**src/rtl/rv_mem_lsu_pkg.sv**
```systemverilog
// ---------------------------------------------------------------------------
// rv_mem_lsu_pkg
// Shared types for the load/store unit: stage control word, access size and
// write-back select encodings, FSM state constants, a byte-enable helper, and
// the DFF macro used for the unit's registers (it assumes the enclosing module
// has 'clk' and a synchronous active-high 'rst').
// ---------------------------------------------------------------------------
`ifndef RV_DFF_R
`define RV_DFF_R(q_sig, d_sig, rst_val) \
  always_ff @(posedge clk) begin \
    if (rst) q_sig <= (rst_val); \
    else q_sig <= (d_sig); \
  end
`endif

package rv_mem_lsu_pkg;

  typedef enum logic [1:0] {
    MEM_BYTE = 2'd0,
    MEM_HALF = 2'd1,
    MEM_WORD = 2'd2
  } t_mem_size;

  typedef enum logic [1:0] {
    SEL_PC_PLUS4 = 2'd0,
    SEL_ALU_OUT  = 2'd1,
    SEL_MEM      = 2'd2
  } t_sel_wb;

  typedef struct packed {
    logic      mem_rd;
    logic      mem_wr;
    t_mem_size size;
    logic      is_unsigned;
    t_sel_wb   sel_wb;
  } t_lsu_ctrl;

  localparam logic [1:0] ST_IDLE     = 2'd0;
  localparam logic [1:0] ST_REQ      = 2'd1;
  localparam logic [1:0] ST_WAIT_RSP = 2'd2;

  // Byte lanes touched by an access of the given size at byte offset off.
  function automatic logic [3:0] lsu_byte_en(input t_mem_size size, input logic [1:0] off);
    logic [3:0] base;
    case (size)
      MEM_BYTE: base = 4'b0001;
      MEM_HALF: base = 4'b0011;
      default:  base = 4'b1111;
    endcase
    return base << off;
  endfunction

endpackage

```
**src/rtl/rv_mem_lsu_load_align.sv**
```systemverilog
// ---------------------------------------------------------------------------
// rv_load_align
// Combinational load-data alignment: shifts the addressed lane down to bit 0
// and sign/zero-extends byte and half loads. Word loads pass through.
// Ports:
//   rdata_i       32-bit word returned by data memory
//   offset_i      byte offset of the access within the word
//   size_i        access size
//   is_unsigned_i zero-extend when set, sign-extend otherwise
//   data_o        aligned, extended load value
// ---------------------------------------------------------------------------
module rv_load_align
  import rv_mem_lsu_pkg::*;
(
  input  logic [31:0] rdata_i,
  input  logic [1:0]  offset_i,
  input  t_mem_size   size_i,
  input  logic        is_unsigned_i,
  output logic [31:0] data_o
);

  logic [31:0] shifted;

  assign shifted = rdata_i >> {offset_i, 3'b000};

  always_comb begin
    case (size_i)
      MEM_BYTE: data_o = is_unsigned_i ? {24'd0, shifted[7:0]}
                                       : {{24{shifted[7]}}, shifted[7:0]};
      MEM_HALF: data_o = is_unsigned_i ? {16'd0, shifted[15:0]}
                                       : {{16{shifted[15]}}, shifted[15:0]};
      default:  data_o = rdata_i;
    endcase
  end

endmodule

```
**src/rtl/rv_mem_lsu.sv**
```systemverilog
// ---------------------------------------------------------------------------
// rv_mem_lsu
// Memory stage load/store unit. Issues data-memory requests for the Q103H
// instruction, stalls upstream while the request or load response is
// outstanding, and registers the write-back value into Q104H.
// Ports:
//   clk, rst              clock, synchronous active-high reset
//   ctrl, valid_Q103H     stage control word and instruction valid
//   pc_plus4_Q103H        PC+4 for link write-back
//   alu_out_Q103H         ALU result / effective byte address
//   rs2_data_Q103H        store data
//   dmem_*                data-memory request/response handshake
//   stall_Q103H           hold upstream
//   pre_wb_data_Q104H     registered write-back value
//   valid_Q104H           an instruction retired last cycle
//   misalign_Q104H        retired instruction was a misaligned access
//   timeout_Q104H         retired load gave up waiting for a response
// ---------------------------------------------------------------------------
module rv_mem_lsu
  import rv_mem_lsu_pkg::*;
#(
  parameter int ADDR_W  = 32,
  parameter int TIMEOUT = 15
) (
  input  logic              clk,
  input  logic              rst,
  input  t_lsu_ctrl         ctrl,
  input  logic              valid_Q103H,
  input  logic [31:0]       pc_plus4_Q103H,
  input  logic [31:0]       alu_out_Q103H,
  input  logic [31:0]       rs2_data_Q103H,
  output logic              dmem_req,
  output logic              dmem_we,
  output logic [ADDR_W-1:0] dmem_addr,
  output logic [31:0]       dmem_wdata,
  output logic [3:0]        dmem_be,
  input  logic              dmem_ready,
  input  logic              dmem_rvalid,
  input  logic [31:0]       dmem_rdata,
  output logic              stall_Q103H,
  output logic [31:0]       pre_wb_data_Q104H,
  output logic              valid_Q104H,
  output logic              misalign_Q104H,
  output logic              timeout_Q104H
);

  localparam int CNT_W = $clog2(TIMEOUT + 1);
  localparam logic [CNT_W-1:0] CNT_LAST = CNT_W'(TIMEOUT - 1);

  logic [1:0]        state_q, state_d;
  logic [CNT_W-1:0]  cnt_q, cnt_d;

  // Request context captured at issue so a stalled upstream may change freely.
  logic [ADDR_W-1:0] addr_q;
  logic              we_q;
  logic [3:0]        be_q;
  logic [31:0]       wdata_q;
  logic [1:0]        off_q;
  t_mem_size         size_q;
  logic              uns_q;
  t_sel_wb           sel_q;

  logic [31:0]       data_q, data_d;
  logic              valid_q, valid_d;
  logic              mis_q, mis_d;
  logic              to_q, to_d;

  logic              mem_op, misalign;
  logic [ADDR_W-1:0] live_addr;
  logic [3:0]        live_be;
  logic [31:0]       live_wdata;

  logic              in_idle;
  logic [1:0]        cur_off;
  t_mem_size         cur_size;
  logic              cur_uns;
  t_sel_wb           cur_sel;
  logic [31:0]       load_data, wb_data;

  logic              req_c, stall_c, retire, ret_mis, ret_to, latch_en;

  assign mem_op   = valid_Q103H && (ctrl.mem_rd || ctrl.mem_wr);
  assign misalign = mem_op &&
                    (((ctrl.size == MEM_HALF) && alu_out_Q103H[0]) ||
                     ((ctrl.size == MEM_WORD) && (alu_out_Q103H[1:0] != 2'b00)));

  assign live_addr = {alu_out_Q103H[ADDR_W-1:2], 2'b00};
  assign live_be   = lsu_byte_en(ctrl.size, alu_out_Q103H[1:0]);

  always_comb begin
    case (ctrl.size)
      MEM_BYTE: live_wdata = {4{rs2_data_Q103H[7:0]}};
      MEM_HALF: live_wdata = {2{rs2_data_Q103H[15:0]}};
      default:  live_wdata = rs2_data_Q103H;
    endcase
  end

  // In IDLE the request is issued straight from the live stage inputs; once
  // stalled, everything comes from the captured context.
  assign in_idle  = (state_q == ST_IDLE);
  assign cur_off  = in_idle ? alu_out_Q103H[1:0] : off_q;
  assign cur_size = in_idle ? ctrl.size : size_q;
  assign cur_uns  = in_idle ? ctrl.is_unsigned : uns_q;
  assign cur_sel  = in_idle ? ctrl.sel_wb : sel_q;

  always_comb begin
    state_d  = state_q;
    cnt_d    = cnt_q;
    req_c    = 1'b0;
    stall_c  = 1'b0;
    retire   = 1'b0;
    ret_mis  = 1'b0;
    ret_to   = 1'b0;
    latch_en = 1'b0;
    case (state_q)
      ST_IDLE: begin
        if (valid_Q103H) begin
          if (mem_op && !misalign) begin
            req_c = 1'b1;
            if (dmem_ready && (ctrl.mem_wr || dmem_rvalid)) begin
              retire = 1'b1;
            end else begin
              stall_c  = 1'b1;
              latch_en = 1'b1;
              cnt_d    = '0;
              state_d  = dmem_ready ? ST_WAIT_RSP : ST_REQ;
            end
          end else begin
            retire  = 1'b1;
            ret_mis = misalign;
          end
        end
      end
      ST_REQ: begin
        req_c = 1'b1;
        if (dmem_ready && (we_q || dmem_rvalid)) begin
          retire  = 1'b1;
          state_d = ST_IDLE;
        end else if (cnt_q == CNT_LAST) begin
          retire  = 1'b1;
          ret_to  = 1'b1;
          state_d = ST_IDLE;
        end else begin
          stall_c = 1'b1;
          cnt_d   = cnt_q + CNT_W'(1);
          if (dmem_ready) state_d = ST_WAIT_RSP;
        end
      end
      ST_WAIT_RSP: begin
        if (dmem_rvalid) begin
          retire  = 1'b1;
          state_d = ST_IDLE;
        end else if (cnt_q == CNT_LAST) begin
          retire  = 1'b1;
          ret_to  = 1'b1;
          state_d = ST_IDLE;
        end else begin
          stall_c = 1'b1;
          cnt_d   = cnt_q + CNT_W'(1);
        end
      end
      default: state_d = ST_IDLE;
    endcase
  end

  // Reset overrides the combinational handshake so nothing leaks out while
  // the state registers are being cleared.
  assign dmem_req    = req_c && !rst;
  assign stall_Q103H = stall_c && !rst;
  assign dmem_we     = req_c && (in_idle ? ctrl.mem_wr : we_q);
  assign dmem_addr   = in_idle ? live_addr : addr_q;
  assign dmem_be     = in_idle ? live_be : be_q;
  assign dmem_wdata  = in_idle ? live_wdata : wdata_q;

  rv_load_align u_load_align (
    .rdata_i       (dmem_rdata),
    .offset_i      (cur_off),
    .size_i        (cur_size),
    .is_unsigned_i (cur_uns),
    .data_o        (load_data)
  );

  // A timed-out load writes back zero regardless of select; a misaligned
  // access has no memory data to offer.
  always_comb begin
    case (cur_sel)
      SEL_PC_PLUS4: wb_data = pc_plus4_Q103H;
      SEL_ALU_OUT:  wb_data = alu_out_Q103H;
      SEL_MEM:      wb_data = ret_mis ? 32'd0 : load_data;
      default:      wb_data = 32'd0;
    endcase
    if (ret_to) wb_data = 32'd0;
  end

  assign valid_d = retire;
  assign data_d  = retire ? wb_data : data_q;
  assign mis_d   = ret_mis;
  assign to_d    = ret_to;

  `RV_DFF_R(state_q, state_d, ST_IDLE)
  `RV_DFF_R(cnt_q,   cnt_d,   '0)
  `RV_DFF_R(data_q,  data_d,  32'd0)
  `RV_DFF_R(valid_q, valid_d, 1'b0)
  `RV_DFF_R(mis_q,   mis_d,   1'b0)
  `RV_DFF_R(to_q,    to_d,    1'b0)

  always_ff @(posedge clk) begin
    if (rst) begin
      addr_q  <= '0;
      we_q    <= 1'b0;
      be_q    <= 4'd0;
      wdata_q <= 32'd0;
      off_q   <= 2'd0;
      size_q  <= MEM_BYTE;
      uns_q   <= 1'b0;
      sel_q   <= SEL_PC_PLUS4;
    end else if (latch_en) begin
      addr_q  <= live_addr;
      we_q    <= ctrl.mem_wr;
      be_q    <= live_be;
      wdata_q <= live_wdata;
      off_q   <= alu_out_Q103H[1:0];
      size_q  <= ctrl.size;
      uns_q   <= ctrl.is_unsigned;
      sel_q   <= ctrl.sel_wb;
    end
  end

  assign pre_wb_data_Q104H = data_q;
  assign valid_Q104H       = valid_q;
  assign misalign_Q104H    = mis_q;
  assign timeout_Q104H     = to_q;

endmodule

```
**config.mk**
```make
export PLATFORM = sky130hd
export DESIGN_NAME = rv_mem_lsu
export DESIGN_NICKNAME = d
export VERILOG_FILES = /design/src/rtl/rv_mem_lsu_pkg.sv /design/src/rtl/rv_mem_lsu_load_align.sv /design/src/rtl/rv_mem_lsu.sv
export SDC_FILE = /design/constraint.sdc
export NUM_CORES = 1
export LEC_CHECK = 0
export BUFFER_PORTS_ARGS = -buffer_cell sky130_fd_sc_hd__buf_2
export CORE_MARGIN = 5
export CORE_UTILIZATION = 46
export CTS_CLUSTER_SIZE = 40
export DETAILED_ROUTE_END_ITERATION = 6
export PLACE_DENSITY_LB_ADDON = 0.25
export SLEW_MARGIN = 20
export SYNTH_ARGS = -nofsm -noshare
export SYNTH_HDL_FRONTEND = slang
export SYNTH_SLANG_ARGS = --single-unit
```
**constraint.sdc**
```tcl
create_clock -name clk -period 2.1 [get_ports clk]
set_input_delay 0.105 -clock clk [delete_from_list [all_inputs] [get_ports clk]]
set_output_delay 0.105 -clock clk [all_outputs]
set_load 0.005 [all_outputs]
```
==> summary.txt <==
PortBufs = 243
Flop pwr share = 0.218
Final setup vio count = 33
#FFs+latches synth = 115
Post-Synthesis Cells = 829
Critical path type = register to register
Storage element area = 2305 µm²
Post-DP HPWL = 18650 µm
Start of the worst register-to-register path = state_q[1]$_SDFFE_PP0P_
PnR worst setup slack = -0.06321 ns
Initial antenna violation count = 3
Sequential-to-total area share from yosys stat = 0.3390
Mapped Area = 6792 µm²
Unique masters post-synth = 57
Post-synth EDFFs = 0
Pint = 7.744 mW
Share of layout cells above drive strength 1 = 0.3792
Die X = 131.5 µm
Pwr/cell area = 1241 nW/µm²
Reg2reg path depth = 10
Clk sinks = 115
Total GRT Usage = 0.2900
Die area = 17290 µm²
Critical path endpoint category = register
Nets = 1288
Commonest cells in the netlist = 173 x nand2_1, 115 x dfxtp_1, 90 x a21oi_1
Crit path max fanout = 11
Final period utilization = 1.030
Longest Clk Path Bufs = 2
Num CTS Buffers = 17
First DRT Iteration DRCs = 750
H-tree depth = 4
Cell with the most instances after synthesis = nand2_1
Maximum VDD drop = 0.0007732 V
Comb power frac = 0.539
Number of global-route vias before repair = 7610
Vias = 8027
Non-Filler Instances = 1340
Rows = 44
Hold Slack = 0.04503 ns
FILL cells = 1182
Placer Congestion = 0.9200
Hold Crit Class = input pin to register
R2R Setup Slk = -0.06 ns
Slew Limit Fails = 0
Leakage = 4.319 nW
Routed vias/inst = 5.990
Synth Flop Type = dfxtp_1
Worst skew pair latency = 0.41 ns
Grt ovf = 0
Die height = 131.5 µm
Pin count of the biggest net entering global routing = 89
Root buf cell = clkbuf_16
Remaining DRCs = 1
IO Pins = 246
Switching share of power = 0.3721
Per-cell routed wire length = 19.99 µm
Final Core Density = 0.6837
Syn avg cell area = 8.192 µm²
Worst Setup EP = pre_wb_data_Q104H[7]$_SDFFE_PP0P_
Drt pass-1 iters = 7
Post-synth top area share = 0.3390
Critical Path Start Type = register
Setup slack after placement = -0.1378 ns
CTS tree = done
Drt total wl = 26790 µm
Ys Warns = 0
R2r endpoint = pre_wb_data_Q104H[7]$_SDFFE_PP0P_
Core Box Area = 14530 µm²
Maximum clock frequency = 462.3 MHz
Layout Area Growth over Synthesis = 46.32%
Global-route wire length before repair = 41370 µm
Area taken by multi-input logic gates = 4222 µm²
WP data required = 2.38 ns
Status = complete, but fails checks
Antenna-violating nets left = 0
Violated checks = design-rule violations, negative setup slack
Critical Path Start = state_q[1]$_SDFFE_PP0P_
Max Cap Viol = 0
Leading post-synthesis cells by cell area = dfxtp_1 34%, nand2_1 9.6%, mux2_2 8.3%
Yosys top cell by area = dfxtp_1
NetSw = 4.589 mW
Setup TNS = -0.7854 ns
Clock power share = 0.243
RSZ-0062 raised after global routing = yes
Arrival time at the worst endpoint = 2.44 ns
DP Cell Count = 1251
FFs w/ async S/R, synth = 0
Max Clock Skew = 0.006030 ns
Initial Util = 0.4673
Fin. Hold Viols = 0
Tmin final = 2.163 ns
Clock slew at reported path FFs = 0.05 ns
==> final cells by class <==
cell class / count / share of cell area
well taps: 184 / 0.02317
clock buffers: 22 / 0.04873
multi-input cells: 635 / 0.4248
clock inverters: 10 / 0.01297
flip-flops and latches: 115 / 0.2319
repair buffers: 366 / 0.2555
inverters: 7 / 0.002644
diodes: 1 / 0.0002518
==> cells by family (layout without fill, tap and decap cells) <==
group,after synthesis,in the layout,share of synthesized area
DFF,115,115,0.3390
AOI/OAI and AO/OA,263,263,0.2775
other,1,3,0.0005522
adders and majority gates,6,6,0.01105
buffers and inverters,80,405,0.05527
and+or+nand+nor,272,272,0.1675
muxes,92,92,0.1492
==> how the worst min path moves through the flow <==
stage / from / end / slack [ns] / cells past startpoint
floorplan: alu_out_Q103H[10] / addr_q[10]$_SDFFE_PP0N_ / 0.24 / 2
global placement: alu_out_Q103H[18] / addr_q[18]$_SDFFE_PP0N_ / 0.37 / 3
detailed placement: alu_out_Q103H[15] / addr_q[15]$_SDFFE_PP0N_ / 0.38 / 3
CTS: pc_plus4_Q103H[2] / pre_wb_data_Q104H[2]$_SDFFE_PP0P_ / 0.03 / 4
global route: pc_plus4_Q103H[0] / pre_wb_data_Q104H[0]$_SDFFE_PP0P_ / 0.06 / 4
finish: pc_plus4_Q103H[2] / pre_wb_data_Q104H[2]$_SDFFE_PP0P_ / 0.05 / 4
==> through the flow <==
stage	area (µm²)	total power, mW
after CTS	9806	11.98
final	9937	12.33
after global routing	9937	12.94
after global placement	8579	8.362
after detailed placement	8579	8.427
after floorplan	6820	6.142
==> flip-flops by register name, indices dropped and copies added (netlist names), 2 cells and up <==
signal             count
addr_q                30
be_q                   4
cnt_q                  4
off_q                  2
pre_wb_data_Q104H     32
sel_q                  2
size_q                 2
state_q                2
wdata_q               32
==> per-layer routing <==
| layer | GRT usage | vias up | routed length, µm |
|---|---|---|---|
| met2 | 0.4619 | 545 | 12240 |
| li1 | - | 3687 | - |
| met1 | 0.3598 | 3700 | 10390 |
| met5 | 0 | - | 29 |
| met4 | 0.1326 | 4 | 1218 |
| met3 | 0.08983 | 91 | 2911 |
==> timing repair <==
action / in CTS / in global routing
setup endpoints to repair: 90 / 80
hold endpoints to repair: 42 / 0
resized for setup: 14 / 14
gates cloned: 2 / 2
buffers inserted: 7 / 3
pin swaps: 9 / 4
hold buffers: 42 / 0
==> placed cells by master (no fill, tap or decap), types with 15 or more instances in the layout <==
| cell | n |
|---|---|
| a222oi_1 | 18 |
| o211ai_1 | 17 |
| mux2i_1 | 39 |
| buf_12 | 15 |
| o21ai_0 | 20 |
| mux2_2 | 49 |
| a211oi_1 | 21 |
| nand2_1 | 173 |
| clkbuf_16 | 19 |
| dfxtp_1 | 113 |
| buf_2 | 242 |
| dlygate4sd3_1 | 42 |
| a21oi_1 | 88 |
| buf_4 | 61 |
| nor2_1 | 54 |
==> power by group through the flow <==
stage	clock, mW	combinational [mW]	sequential, mW
after floorplan	0	3.45	2.69
after global placement	0	5.64	2.72
after detailed placement	0	5.70	2.73
after CTS	3.03	6.28	2.68
after global routing	3.14	7.08	2.72
final	3.00	6.65	2.69
==> critical path, stage by stage (launching register included) <==
cell and delay, ns:
dfxtp_2 0.32, inv_2 0.07, ha_4 0.20, buf_12 0.14, buf_12 0.16, buf_4 0.13, mux2_4 0.33, nand2_1 0.07
o21ai_0 0.15, a222oi_1 0.35, o31ai_1 0.10
(Power assumes the default switching activity.)
